File: src/rtl/div_pkg.sv
// Shared types and constants for the restoring divider controller.
package div_pkg;

  typedef enum logic [2:0] {
    IDLE  = 3'd0,
    LOAD  = 3'd1,
    SUB   = 3'd2,
    CHK   = 3'd3,
    SHIFT = 3'd4,
    DONE  = 3'd5
  } div_state_t;

  localparam int   DIV_QBITS  = 5;
  localparam logic ADDSUB_SUB = 1'b1;
  localparam logic ADDSUB_ADD = 1'b0;

endpackage

File: src/rtl/div_iter_counter.sv
// Iteration counter: cleared on operand load, bumped per shift, flags the last iteration.
module div_iter_counter #(
  parameter int QBITS = 5,
  parameter int CW    = (QBITS > 1) ? $clog2(QBITS) : 1
) (
  input  logic clk,
  input  logic i_rst_n,
  input  logic i_clr,
  input  logic i_inc,
  output logic o_tc
);

  logic [CW-1:0] r_count;

  always_ff @(posedge clk or negedge i_rst_n) begin
    if (!i_rst_n) begin
      r_count <= '0;
    end else if (i_clr) begin
      r_count <= '0;
    end else if (i_inc) begin
      r_count <= r_count + 1'b1;
    end
  end

  assign o_tc = (r_count == CW'(QBITS - 1));

endmodule

File: src/rtl/restoring_div_controller.sv
// Sequencer for the 10-by-5 restoring divider: load, then QBITS x (subtract, test/restore, shift).
module restoring_div_controller
  import div_pkg::*;
#(
  parameter int   QBITS   = DIV_QBITS,
  parameter logic SUB_POL = ADDSUB_SUB
) (
  input  logic clk,
  input  logic rst,
  input  logic start,
  input  logic sign,
  output logic ready,
  output logic done,
  output logic diviendLd,
  output logic divisorLd,
  output logic dividendSel,
  output logic shl,
  output logic sin,
  output logic addSubSelect
);

  div_state_t r_state;
  div_state_t w_state_next;
  logic       r_qbit;
  logic       w_tc;
  logic       w_cnt_clr;
  logic       w_cnt_inc;

  assign w_cnt_clr = (r_state == LOAD);
  assign w_cnt_inc = (r_state == SHIFT) && !w_tc;

  div_iter_counter #(
    .QBITS (QBITS)
  ) u_iter_counter (
    .clk     (clk),
    .i_rst_n (rst),
    .i_clr   (w_cnt_clr),
    .i_inc   (w_cnt_inc),
    .o_tc    (w_tc)
  );

  always_ff @(posedge clk or negedge rst) begin
    if (!rst) begin
      r_state <= IDLE;
    end else begin
      r_state <= w_state_next;
    end
  end

  // Quotient bit is the complement of the post-subtract sign, captured only in CHK.
  always_ff @(posedge clk or negedge rst) begin
    if (!rst) begin
      r_qbit <= 1'b0;
    end else if (r_state == CHK) begin
      r_qbit <= ~sign;
    end
  end

  always_comb begin
    w_state_next = r_state;
    case (r_state)
      IDLE:    if (start) w_state_next = LOAD;
      LOAD:    w_state_next = SUB;
      SUB:     w_state_next = CHK;
      CHK:     w_state_next = SHIFT;
      SHIFT:   w_state_next = w_tc ? DONE : SUB;
      DONE:    w_state_next = IDLE;
      default: w_state_next = IDLE;
    endcase
  end

  always_comb begin
    ready        = 1'b0;
    done         = 1'b0;
    diviendLd    = 1'b0;
    divisorLd    = 1'b0;
    dividendSel  = 1'b0;
    shl          = 1'b0;
    sin          = 1'b0;
    addSubSelect = ~SUB_POL;
    case (r_state)
      IDLE: ready = 1'b1;
      LOAD: begin
        diviendLd = 1'b1;
        divisorLd = 1'b1;
      end
      SUB: begin
        diviendLd    = 1'b1;
        dividendSel  = 1'b1;
        addSubSelect = SUB_POL;
      end
      CHK: begin
        // Negative partial remainder: add the divisor back.
        if (sign) begin
          diviendLd   = 1'b1;
          dividendSel = 1'b1;
        end
      end
      SHIFT: begin
        shl = 1'b1;
        sin = r_qbit;
      end
      DONE:    done = 1'b1;
      default: ready = 1'b0;
    endcase
  end

endmodule

File: config.mk
export PLATFORM = sky130hd
export DESIGN_NAME = restoring_div_controller
export DESIGN_NICKNAME = d
export VERILOG_FILES = /design/src/rtl/div_pkg.sv /design/src/rtl/div_iter_counter.sv /design/src/rtl/restoring_div_controller.sv
export SDC_FILE = /design/constraint.sdc
export NUM_CORES = 1
export LEC_CHECK = 0
export CORE_AREA = 2 2 39 41
export DETAILED_ROUTE_END_ITERATION = 10
export DIE_AREA = 0 0 41 43
export PLACE_DENSITY_LB_ADDON = 0.08
export SETUP_SLACK_MARGIN = 0.3
export SLEW_MARGIN = 25
export SYNTH_ARGS = -nofsm -noshare
export SYNTH_HDL_FRONTEND = slang
export SYNTH_SLANG_ARGS = --single-unit
File: constraint.sdc
create_clock -name clk -period 1.9 [get_ports clk]
set_input_delay 0.285 -clock clk [delete_from_list [all_inputs] [get_ports clk]]
set_output_delay 0.285 -clock clk [all_outputs]
set_load 0.05 [all_outputs]
======== Yosys cells after proc, flatten, opt, wreduce, memory -nomap -nowiden ========
Index checks and enable logic that the tools add are counted.
storage, ports and cells
  memories kept ........................... 0
  latch bits .............................. 0
  bits in registers ....................... 7
  ROM bits ................................ 0
  bits of input ports ..................... 4
  RAM bits ................................ 0
operators by class
  bitwise gates (word level) .............. 1
  div/mod/pow operators ................... 0
  reduce and logical (&&, ||, !) cells .... 5
  order comparisons ....................... 0
  $mul .................................... 0
  equal/unequal tests ..................... 7
  multiplexer cells ....................... 14
  shifts and indexed selects .............. 0
  add/subtract/negate cells ............... 1
operators by type and width
  kind                   number
  $pmux W3 S5            1
  $mux W3                4
  $eq A3 B3 Y1 const B   3
  $mux W1                7
  $eq A3 B2 Y1 const B   2
  $pmux W1 S2            2
  $add A3 B1 Y3 const B  1
  $eq A3 B1 Y1 const B   1
  $logic_not A3 Y1       1
  $ne A2 B2 Y1 const B   1
  $reduce_bool A2 Y1     1
  $reduce_or A2 Y1       1
  $logic_and A1 B1 Y1    1
  $logic_not A1 Y1       1
  $not A1 Y1             1

======== Depth between registers and ports, before layout ========
Gate-level depths: netlist of run 1.
  word-level depth ........................ 5
  mapped depth ............................ 5
  mapped depth without buffers ............ 5

======== Cells and area by module ========
Synthesis of run 1 repeated with hierarchy kept, for this count alone.
unflattened totals
  cell total of the unflattened synthesis .. 41
  area total of the unflattened synthesis .. 442.9 um2
by module, submodules not included
  module                    instances  seq. area each (um2)  cells an instance  area an instance (um2)
  restoring_div_controller  1          100.1                 26                 280.3
  div_iter_counter          1          75.1                  15                 162.7

======== Worst setup path before layout of run 1 ========
Ideal clock, no wire load.
  kind .................................... reg-to-reg
  start ................................... register r_state[1]
  end ..................................... register u_iter_counter.r_count[0]
  data required time ...................... 1.778 ns
  period minus slack after synthesis ...... 2.278 ns
  stages on the path, launching flop included .. 5
  path buffers ............................ 1
  slack ................................... -0.378 ns
  arrival time ............................ 2.156 ns
  cells stage by stage .................... dfrtp_1 > buf_2 > nor3b_1 > a211o_2 > o21ai_1
on the way
  word-level cells in the longest chain between the ends .. 3
  elaborated cells on any way between the ends .. 5
  those cells by class .................... eq/ne (2); mux (1); reduce/logical (2)
ends and longest elaborated chain
  element                       line                            source
  start: declaration            restoring_div_controller.sv:22  div_state_t r_state;
  start signal: assignment      restoring_div_controller.sv:46  r_state <= w_state_next;
  $eq A3 B3 Y1                  restoring_div_controller.sv:30  assign w_cnt_inc = (r_state == SHIFT) && !w_tc;
  $logic_and A1 B1 Y1           restoring_div_controller.sv:30
  $reduce_bool A2 Y1 (no line)  --
  end signal: assignment        div_iter_counter.sv:21          r_count <= r_count + 1'b1;
  end: declaration              div_iter_counter.sv:13          logic [CW-1:0] r_count;
Several ways; a longest one is shown, not always the timed one.
A chain may end at the register's enable or synchronous reset.

======== Final worst setup path of run 1 ========
  start ................................... register r_state[1]
  end ..................................... output port sin
on the way
  word-level cells in the longest chain between the ends .. 2
ends and longest elaborated chain
  element           line                            source
  $eq A3 B3 Y1      restoring_div_controller.sv:81  case (r_state)
  $mux W1           restoring_div_controller.sv:81
  end: declaration  restoring_div_controller.sv:18  output logic sin,
Every way passes these cells.

==> impl_metrics.ini, run 1 <==
[run_status]
status = completed

[sta]
max-slew-margin-rel_pct = 78.3
max_clock_freq_ghz = 0.595
finalSetupViolCount = 0
setup_tns_ps = 0
finalCritPeriodShare_pct = 88.5
slew_violations = 0
tightest_slew_ps = 325
min_period_ps = 1680
finalHoldViolations = 0
fin_skew_ps = 1.93
rsz0062_at_grt = yes

[global_route]
grt_pass1_wl_um = 1780
antenna_found_initial = 0
grt_overflow = 0
grt_pass1_vias = 430
grt.total_usage_pct = 16.4
grt_max_degree = 11

[synth]
synth-seq-cells = 7
seq_area_frac_synth_pct = 40.9
synth_area_sq_um = 428
netlist_instances = 45
ys_types = 28
yosysWarningCount = 0
syn-num-nets = 51
avgSynthCellArea_sq_um = 9.51

[clock_tree]
insertion_delay_ps = 250
htree_num_levels = 1
clkTransAtPathRegs_ps = 50
cts_tree = built
cts_num_sinks = 7
cts_buffers = 3
cts-root-buf = clkbuf_4
cts_buffer_depth = 2

[worst_setup_path]
crit_start = r_state[1]$_DFFE_PN0P_
cp_max_fo = 3
crit_path_end = sin
reg2reg_slack_ps = 450
crit_type = reg -> out
rr_endpoint = u_iter_counter.r_count[2]$_DFFE_PN0P_
crit_arrival_ps = 1400
start_kind = flip-flop
r2r_start = r_state[1]$_DFFE_PN0P_
required_ps = 1620
end_kind = primary output
r2r.worst_path.cells = 6

[finish]
drive_above_1_share_pct = 50.7
final_common_cell = buf_4
nets = 76
diodes = 0
final_cell_mix = buf_4 (10), buf_12 (7), dfrtp_1 (7)
syn_to_final_growth_pct = 86.3

[placement]
globalplace.congestion = 0.733
hpwl_um = 730
port_buffers = 11

[routing]
vias = 431
drt_wl_total_um = 1100
drtIter0Drc = 2
ant_nets = 0
drtPass1Iterations = 4
wl_per_cell_um = 12.9
drc_errors = 0
viasPerCell = 5.07

[die]
core_sq_um = 1380
rows = 14
die_area_sq_um = 1760
ios = 12
die_h_um = 43
die_w_um = 41
start_util_pct = 30.9

[hold_path]
hold_path.class = in -> async

[run]
drv_cap = 0
## routing by layer
layer	wire length [um]	share of wire [%]	global-route usage, %
met5	0	0	0
met4	25	2.3	10.0
met3	42	3.8	7.85
met2	591	54	24.7
met1	436	40	17.4
## state kept, by name, summed over array words and instances (netlist names)
| name | count |
|---|---|
| r_qbit | 1 |
| r_state | 3 |
| u_iter_counter.r_count | 3 |
## worst max-delay path, stage by stage, from the launching register on
cell	delay [ps]
dfrtp_1	390
or3b_4	430
clkinv_4	60
and2_4	140
buf_12	120
## how the worst min path moves through the flow
| stage | from | to | depth (start not counted) |
|---|---|---|---|
| 2_1_floorplan | rst | r_qbit$_DFFE_PN0N_ | 0 |
| 3_3_place_gp | u_iter_counter.r_count[0]$_DFFE_PN0P_ | u_iter_counter.r_count[0]$_DFFE_PN0P_ | 1 |
| 3_5_place_dp | r_qbit$_DFFE_PN0N_ | r_qbit$_DFFE_PN0N_ | 2 |
| 4_1_cts | rst | u_iter_counter.r_count[1]$_DFFE_PN0P_ | 1 |
| 5_1_grt | rst | u_iter_counter.r_count[1]$_DFFE_PN0P_ | 1 |
| 6_report | rst | u_iter_counter.r_count[1]$_DFFE_PN0P_ | 1 |
## synth_stat cells
cell type	number	area, sq um
nand3b_1	1	7.51
xnor2_1	1	8.76
and4b_1	1	10.0
dfrtp_1	7	175
o21ai_0	3	15.0
o21ai_1	1	5.00
a211o_2	1	10.0
o21a_1	1	7.51
nand2_1	3	11.3
inv_1	2	7.51
and3b_1	1	8.76
buf_2	1	5.00
nor3b_1	1	7.51
nor2b_1	1	6.26
a211oi_1	1	7.51
nand2b_1	1	6.26
and2_1	1	6.26
buf_6	1	11.3
nand3_1	1	5.00
nor3_1	3	15.0
o31ai_1	1	7.51
or3b_4	1	11.3
a21oi_1	2	10.0
nor2_1	3	11.3
clkinv_4	1	8.76
ha_1	2	25.0
buf_4	1	7.51
nor3_2	1	10.0
## cell families after synthesis
logic type,share of synthesized area [%]
fa+ha+maj,5.85
simple gates,27.2
xor+xnor,2.05
flops,40.9
compound gates,14.6
buf+inv,9.36
## layout make-up
| class | instances | area, sq um |
|---|---|---|
| clock buffer | 4 | 26.3 |
| tap | 16 | 20.0 |
| timing repair buffer | 23 | 279 |
| fill | 126 | 587 |
| inverter | 3 | 16.3 |
| sequential | 7 | 175 |
| multi-input combinational | 32 | 280 |
## what timing repair did
action                     in CTS  in global routing
gates resized for setup         6                  6
buffers inserted                8                  1
hold buffers                    0                  0
setup endpoints to repair       6                  8
pin swaps                       4                  3
## stage by stage
| stage | instances | worst slack, ps | hold WS, ps | utilization [%] | cell area, sq um |
|---|---|---|---|---|---|
| after floorplan | 45 | 222 | -10.6 | - | 453 |
| after global placement | 72 | 335 | 470 | 46.9 | 649 |
| after detailed placement | 72 | 323 | 489 | 46.9 | 649 |
| after CTS | 84 | 228 | 297 | 54.8 | 758 |
| after global routing | 85 | 162 | 291 | 57.6 | 797 |
| final | 85 | 219 | 292 | 57.6 | 797 |
Power of run 1 is left out: the tool's default activity adds up to more than one toggle a clock period on the data nets, which glitch-free logic cannot reach.
==> inputs of run 2 (changes only) <==
- CTS_CLUSTER_SIZE: default -> 40
==> results of run 2 <==
The final DEF is identical to that of run 1; final timing and power are the same.
Power of run 2 is left out for the same reason.
